<file path="config.mk">
export PLATFORM = sky130hd
export DESIGN_NAME = ahb_cmd_master
export DESIGN_NICKNAME = d
export VERILOG_FILES = /design/src/rtl/ahb_pkg.sv /design/src/rtl/ahb_rsp_fifo.sv /design/src/rtl/ahb_cmd_master.sv
export SDC_FILE = /design/constraint.sdc
export NUM_CORES = 1
export LEC_CHECK = 0
export ABC_AREA = 1
export CELL_PAD_IN_SITES_DETAIL_PLACEMENT = 1
export CELL_PAD_IN_SITES_GLOBAL_PLACEMENT = 1
export CORE_MARGIN = 2
export CORE_UTILIZATION = 40
export CTS_BUF_LIST = sky130_fd_sc_hd__clkbuf_8
export DETAILED_ROUTE_END_ITERATION = 7
export PLACE_DENSITY_LB_ADDON = 0.1
export REMOVE_ABC_BUFFERS = 1
export SYNTH_ARGS = -nofsm -noshare
export SYNTH_HDL_FRONTEND = slang
export SYNTH_SLANG_ARGS = --single-unit
</file>
<file path="constraint.sdc">
create_clock -name HCLK -period 2.2 [get_ports HCLK]
set_input_delay 0.22 -clock HCLK [delete_from_list [all_inputs] [get_ports HCLK]]
set_output_delay 0.22 -clock HCLK [all_outputs]
set_load 0.005 [all_outputs]
</file>
<file path="src/rtl/ahb_pkg.sv">
// Shared AHB-Lite encodings and the response payload carried from the bus back to the command source.
package ahb_pkg;

  localparam int unsigned AHB_DATA_W = 32;

  localparam logic [1:0] HTRANS_IDLE   = 2'b00;
  localparam logic [1:0] HTRANS_BUSY   = 2'b01;
  localparam logic [1:0] HTRANS_NONSEQ = 2'b10;
  localparam logic [1:0] HTRANS_SEQ    = 2'b11;

  localparam logic [1:0] HRESP_OKAY  = 2'b00;
  localparam logic [1:0] HRESP_ERROR = 2'b01;
  localparam logic [1:0] HRESP_RETRY = 2'b10;
  localparam logic [1:0] HRESP_SPLIT = 2'b11;

  localparam logic [2:0] HSIZE_WORD = 3'b010;

  typedef struct packed {
    logic [AHB_DATA_W-1:0] rdata;
    logic                  err;
  } rsp_t;

endpackage

</file>
<file path="src/rtl/ahb_rsp_fifo.sv">
// Response FIFO: power-of-two depth, simultaneous push/pop, pops on empty are ignored.
module ahb_rsp_fifo
  import ahb_pkg::*;
#(
  parameter int unsigned DEPTH = 4
) (
  input  logic                     HCLK,
  input  logic                     HRESETn,
  input  logic                     push_i,
  input  rsp_t                     push_data_i,
  input  logic                     pop_i,
  output rsp_t                     head_o,
  output logic [$clog2(DEPTH):0]   count_o,
  output logic                     full_o,
  output logic                     empty_o
);

  localparam int unsigned PTR_W = $clog2(DEPTH);
  localparam int unsigned CNT_W = PTR_W + 1;

  rsp_t             mem_q [DEPTH];
  logic [PTR_W-1:0] wptr_q, rptr_q;
  logic [CNT_W-1:0] count_q;
  logic             pop_ok;

  assign pop_ok  = pop_i && (count_q != '0);
  assign full_o  = (count_q == CNT_W'(DEPTH));
  assign empty_o = (count_q == '0);
  assign count_o = count_q;
  assign head_o  = mem_q[rptr_q];

  // Pointers wrap naturally because DEPTH is a power of two.
  always_ff @(posedge HCLK or negedge HRESETn) begin
    if (!HRESETn) begin
      for (int i = 0; i < int'(DEPTH); i++) mem_q[i] <= '0;
      wptr_q  <= '0;
      rptr_q  <= '0;
      count_q <= '0;
    end else begin
      if (push_i) begin
        mem_q[wptr_q] <= push_data_i;
        wptr_q        <= wptr_q + PTR_W'(1);
      end
      if (pop_ok) rptr_q <= rptr_q + PTR_W'(1);
      case ({push_i, pop_ok})
        2'b10:   count_q <= count_q + CNT_W'(1);
        2'b01:   count_q <= count_q - CNT_W'(1);
        default: count_q <= count_q;
      endcase
    end
  end

endmodule

</file>
<file path="src/rtl/ahb_cmd_master.sv">
// AHB-Lite single-transfer master: valid/ready commands in, pipelined NONSEQ word transfers out,
// one response per command returned through a credit-protected FIFO.
module ahb_cmd_master
  import ahb_pkg::*;
#(
  parameter int unsigned ADDR_W    = 32,
  parameter int unsigned DATA_W    = 32,
  parameter int unsigned RSP_DEPTH = 4
) (
  input  logic              HCLK,
  input  logic              HRESETn,
  input  logic              cmd_valid,
  output logic              cmd_ready,
  input  logic              cmd_write,
  input  logic [ADDR_W-1:0] cmd_addr,
  input  logic [DATA_W-1:0] cmd_wdata,
  output logic [ADDR_W-1:0] HADDR,
  output logic [1:0]        HTRANS,
  output logic              HWRITE,
  output logic [2:0]        HSIZE,
  output logic [DATA_W-1:0] HWDATA,
  input  logic              HREADY,
  input  logic [1:0]        HRESP,
  input  logic [DATA_W-1:0] HRDATA,
  output logic              rsp_valid,
  input  logic              rsp_ready,
  output logic [DATA_W-1:0] rsp_rdata,
  output logic              rsp_err
);

  localparam int unsigned CNT_W = $clog2(RSP_DEPTH) + 1;
  localparam int unsigned SUM_W = CNT_W + 1;

  logic              a_valid_q, a_valid_d;
  logic [ADDR_W-1:0] a_addr_q,  a_addr_d;
  logic              a_write_q, a_write_d;
  logic [DATA_W-1:0] a_wdata_q, a_wdata_d;
  logic              d_valid_q, d_valid_d;
  logic              d_write_q, d_write_d;
  logic [DATA_W-1:0] d_wdata_q, d_wdata_d;
  logic              cancel_q,  cancel_d;
  logic [1:0]        htrans_q,  htrans_d;

  logic             hresp_err, err1, a_done, d_done, accept, credit_ok;
  logic [SUM_W-1:0] in_flight;
  logic [CNT_W-1:0] fifo_count;
  logic             fifo_full, fifo_empty;
  rsp_t             push_data, fifo_head;

  assign hresp_err = (HRESP != HRESP_OKAY);
  assign err1      = d_valid_q && !HREADY && hresp_err;
  // While the cancelled address is off the bus (cancel_q), A must not be treated as accepted by the slave.
  assign a_done    = a_valid_q && HREADY && !err1 && !cancel_q;
  assign d_done    = d_valid_q && HREADY;

  // Every command holds a response credit from acceptance until its response is popped.
  assign in_flight = SUM_W'(fifo_count) + SUM_W'(a_valid_q) + SUM_W'(d_valid_q);
  assign credit_ok = in_flight < SUM_W'(RSP_DEPTH);
  // Combinational from HREADY/HRESP so a zero-wait slave sustains one command per cycle.
  assign cmd_ready = (!a_valid_q || a_done) && credit_ok;
  assign accept    = cmd_valid && cmd_ready;

  always_comb begin
    a_valid_d = a_valid_q;
    a_addr_d  = a_addr_q;
    a_write_d = a_write_q;
    a_wdata_d = a_wdata_q;
    d_valid_d = d_valid_q;
    d_write_d = d_write_q;
    d_wdata_d = d_wdata_q;
    cancel_d  = cancel_q;

    if (d_done) d_valid_d = 1'b0;
    if (a_done) begin
      d_valid_d = 1'b1;
      d_write_d = a_write_q;
      d_wdata_d = a_wdata_q;
      a_valid_d = 1'b0;
    end
    if (accept) begin
      a_valid_d = 1'b1;
      a_addr_d  = cmd_addr;
      a_write_d = cmd_write;
      a_wdata_d = cmd_wdata;
    end

    if (err1)        cancel_d = 1'b1;
    else if (d_done) cancel_d = 1'b0;

    htrans_d = (a_valid_d && !cancel_d) ? HTRANS_NONSEQ : HTRANS_IDLE;
  end

  always_ff @(posedge HCLK or negedge HRESETn) begin
    if (!HRESETn) begin
      a_valid_q <= 1'b0;
      a_addr_q  <= '0;
      a_write_q <= 1'b0;
      a_wdata_q <= '0;
      d_valid_q <= 1'b0;
      d_write_q <= 1'b0;
      d_wdata_q <= '0;
      cancel_q  <= 1'b0;
      htrans_q  <= HTRANS_IDLE;
    end else begin
      a_valid_q <= a_valid_d;
      a_addr_q  <= a_addr_d;
      a_write_q <= a_write_d;
      a_wdata_q <= a_wdata_d;
      d_valid_q <= d_valid_d;
      d_write_q <= d_write_d;
      d_wdata_q <= d_wdata_d;
      cancel_q  <= cancel_d;
      htrans_q  <= htrans_d;
    end
  end

  assign HADDR  = a_addr_q;
  assign HWRITE = a_write_q;
  assign HTRANS = htrans_q;
  assign HSIZE  = HSIZE_WORD;
  assign HWDATA = d_wdata_q;

  always_comb begin
    push_data.err   = hresp_err;
    push_data.rdata = (d_write_q || hresp_err) ? '0 : AHB_DATA_W'(HRDATA);
  end

  ahb_rsp_fifo #(.DEPTH(RSP_DEPTH)) u_rsp_fifo (
    .HCLK       (HCLK),
    .HRESETn    (HRESETn),
    .push_i     (d_done),
    .push_data_i(push_data),
    .pop_i      (rsp_ready),
    .head_o     (fifo_head),
    .count_o    (fifo_count),
    .full_o     (fifo_full),
    .empty_o    (fifo_empty)
  );

  assign rsp_valid = !fifo_empty;
  assign rsp_rdata = rsp_valid ? DATA_W'(fifo_head.rdata) : '0;
  assign rsp_err   = rsp_valid && fifo_head.err;

  // The credit rule makes a push into a full FIFO unreachable.
  assert property (@(posedge HCLK) disable iff (!HRESETn) !(d_done && fifo_full))
    else $error("ahb_cmd_master: response FIFO overflow");

endmodule

</file>
==> metrics.md <==
| Metric | Value |
|---|---|
| Status | complete, but fails checks |
| Failing checks | negative setup slack |
| R2R cell count | 10 |
| Largest net degree at the start of global routing | 67 |
| Final setup fails | 4 |
| Die H | 165 um |
| DIE AREA | between 20,000 and 30,000 sq um |
| Worst path slowest cell | dfrtp_4 |
| Final-report hold violation count | 0 |
| Final Util | a little under three fifths |
| Worst rel slew slack | approximately 57% |
| Vias per cell | between 5 and 6 |
| Max Slew Vio Count | 0 |
| Flop-to-flop setup slack | 0.20 ns |
| Worst path bufs/invs | 6 |
| P_leak | 6.74 nW |
| Max Cap Violations | 0 |
| Via count of the first global-routing pass | 9,803 |
| # rows | just under 60 |
| Synthesized instance count | 1,216 |
| FILL cells | 2,922 |
| CP max FO | 7 |
| Initial antenna violation count | 2 |
| Synth cell types | 28 |
| Number of top-level pins | 209 |
| WHS Path Cells | 3 |
| Final WL | 32.2 mm |
| Reg2reg start | u_rsp_fifo.count_o[0] |
| DRC | 0 |
| Setup ws final | -0.0639 ns |
| First DRT Iteration DRCs | approximately 540 |
| CP delay by family, top | buffers and inverters |
| Routed wire length per instance | around 18 um |
| Syn_area_per_cell | around 8.5 sq um |
| Inst Count DP | 1,686 |
| GRT Overall Usage | about a quarter |
| ANT cells | 0 |
| Clock skew | 0.0265 ns |
| CTS tree | done |
| Layout cells sized above 1 | about 15% |
| Drt pass-1 iters | 5 |
| Hold Crit Endpoint | a_valid_q |
| Synthesized flop and latch total | approximately 240 |
| Core ar. | between 20,000 and 30,000 sq um |
| Post-Syn Area | slightly above 10,000 sq um |
| Worst r2r dst | u_rsp_fifo.count_o[2] |
| Worst-Skew Late Latency | about 0.55 ns |
| Fin nets | between 1,500 and 2,000 |
| RSZ-0062 raised after global routing | true |
| Min-delay src | cmd_valid |
| Clock sinks | 241 |
| Power per Cell Area | roughly 1100 nW/um^2 |
| VDD IR max | roughly 0.55 mV |
| Routability cong. | roughly 0.73 |
| CTS max path bufs | 3 |
| Share of the synthesized area in the top cell type | 58.1% |
| Worst Tran Pin Value | 0.646 ns |
| Arr. time, crit path | about 2.0 ns |
| Worst Hold Class | input pin to flip-flop |
| Number of port buffers | slightly above 200 |
| FMAX | roughly 440 MHz |
| Delay of the slowest cell on the worst path | around 0.54 ns |
| Yosys warning count | 0 |
| Area grow syn2layout | 37.2% |
| Number of CTS-inserted buffers | between 40 and 50 |
| Setup crit start kind | flip-flop |
| Initial core utilization | between 40% and 50% |
| Cell taking the most area after synthesis | dfrtp_1 |
| Critical Path RT | roughly 2.0 ns |
| Antenna Violating Nets Remaining | 0 |
| Min Tclk post-route | 2.26 ns |
| Gr ovfl total | 0 |
| WS Path Type | flip-flop to output pin |
| Cell mode on critical path | buf_6 |
| First-pass GRT wire length | 51.0 mm |
| Clock transition at path regs | 0.06 ns |
| Via count | around 9,200 |
| Crit path capture type | output pin |
| Clk Tree Root Cell | clkbuf_8 |
| H-tree depth | 2 |
| Commonest non-fill, non-tap cell in the layout | nand2_1 |
| Hpwl dp | 18.9 mm |
| Critical Path, Cell by Cell | buf_6 > inv_8 > buf_6 > buf_12 > buf_6 > o21ai_2 > a21oi_2 > buf_2 |
| Sequential share of the synthesized area | around 58% |
| Fin cells | approximately 1,800 |
| Commonest cells after routing, fill and taps aside | nand2_1, dfrtp_1, clkdlybuf4s50_1, o21ai_0, nor2_1 |
| Synth area leaders | dfrtp_1, nand2_1, o21ai_0 |
| Die Wd | around 170 um |
| Tcrit/Tclk final | 103% |
[worst reg2reg max path: stages, from the launching register on]
cell	delay, ns
dfrtp_1	0.38
inv_1	0.11
nand3_2	0.11
nand2_1	0.07
inv_1	0.08
ha_1	0.14
inv_1	0.07
fa_1	0.39
a21oi_1	0.17
o21ai_0	0.17
xor2_1	0.18
[where the power goes]
part	leakage (nW)	switching [mW]	internal [mW]
Clock	0.538	1.92	2.68
Sequential	3.25	0.367	5.04
Combinational	2.96	3.18	2.84
Total	6.74	5.46	10.6
[what timing repair did]
action / CTS / global route
setup endpoints to repair: 34 / 34
endpoints found under the hold margin: 59 / 0
hold buffers: 1 / 0
buffers inserted: 16 / 11
resized for setup: 89 / 144
gates cloned: 3 / 2
pin swaps: 18 / 25
[sequential cells by signal, indices dropped and copies added (netlist names)]
name,count
u_rsp_fifo.wptr_q,2
u_rsp_fifo.mem_q,132
u_rsp_fifo.count_o,3
d_valid_q,1
cancel_q,1
HWRITE,1
HWDATA,32
a_wdata_q,32
u_rsp_fifo.rptr_q,2
d_write_q,1
HADDR,32
HTRANS,1
a_valid_q,1
[through the flow]
| step | setup TNS (ns) | area [sq um] | setup WS (ns) | hold slack (ns) | total power, mW |
|---|---|---|---|---|---|
| floorplan | -67.18 | 9930 | -0.694 | -0.0756 | 7.67 |
| global placement | 0 | 12800 | 0.217 | 0.214 | 10.6 |
| detailed placement | 0 | 12800 | 0.114 | 0.210 | 10.7 |
| CTS | -3.40 | 14100 | -0.227 | 0.0825 | 15.8 |
| global route | -0.730 | 14200 | -0.119 | 0.106 | 17.0 |
| finish | -0.139 | 14200 | -0.0639 | 0.0970 | 16.0 |
[cell type report]
type / instances / area (sq um) / share of cell area [%]
clock buffers: 64 / 881 / 6.18
flip-flops and latches: 241 / 6030 / 42.4
well taps: 330 / 413 / 2.90
repair buffers: 262 / 2680 / 18.8
multi-input cells: 868 / 4080 / 28.6
inverters: 15 / 63.8 / 0.448
clock inverters: 15 / 92.6 / 0.650
[worst max-delay path by stage]
| stage | cells past startpoint | start | endpoint |
|---|---|---|---|
| 2_1_floorplan | 6 | d_valid_q | HTRANS[1] |
| 3_3_place_gp | 9 | rsp_ready | u_rsp_fifo.count_o[2] |
| 3_5_place_dp | 9 | rsp_ready | u_rsp_fifo.count_o[2] |
| 4_1_cts | 5 | u_rsp_fifo.rptr_q[0] | rsp_rdata[5] |
| 5_1_grt | 8 | u_rsp_fifo.rptr_q[0] | rsp_rdata[9] |
| 6_report | 8 | u_rsp_fifo.rptr_q[0] | rsp_rdata[9] |
[kinds of logic (layout without fill, tap and decap cells)]
logic type | Yosys count | count (layout) | synth area share, %
and+or+nand+nor | 615 | 615 | 24.1
adders and majority gates | 7 | 7 | 0.916
DFF | 241 | 241 | 58.1
xor gates and xnor gates | 4 | 4 | 0.338
AOI/OAI and AO/OA | 238 | 238 | 11.5
buffers and inverters | 109 | 356 | 4.99
other | 2 | 4 | 0.0724
[cells in the mapped netlist]
| library cell | n |
|---|---|
| inv_2 | 3 |
| xor2_1 | 3 |
| a21oi_2 | 1 |
| nor2_1 | 136 |
| nand2_1 | 407 |
| ha_1 | 6 |
| o21ai_1 | 2 |
| nor3_2 | 1 |
| nand2_2 | 2 |
| buf_4 | 8 |
| buf_1 | 6 |
| conb_1 | 2 |
| and2_1 | 1 |
| buf_2 | 47 |
| buf_6 | 2 |
| nor2_2 | 1 |
| nand4_2 | 1 |
| o22ai_1 | 1 |
| nand3_1 | 1 |
| xnor2_1 | 1 |
| clkbuf_2 | 4 |
| clkbuf_1 | 27 |
| a21oi_1 | 35 |
| dfrtp_1 | 241 |
| inv_1 | 12 |
| o21ai_0 | 199 |
| nand4_1 | 65 |
| fa_1 | 1 |
[metal layers]
metal / vias to the layer above / track usage, % / wire (um) / part of all wire (%)
met5: - / 0 / 13 / 0.040
met4: 2 / 6.09 / 585 / 1.8
met3: 49 / 8.64 / 2640 / 8.2
met2: 228 / 40.0 / 15600 / 48
met1: 4574 / 28.6 / 13300 / 41
li1: 4389 / - / - / -
Note: power is estimated with default switching activity, not from simulation.
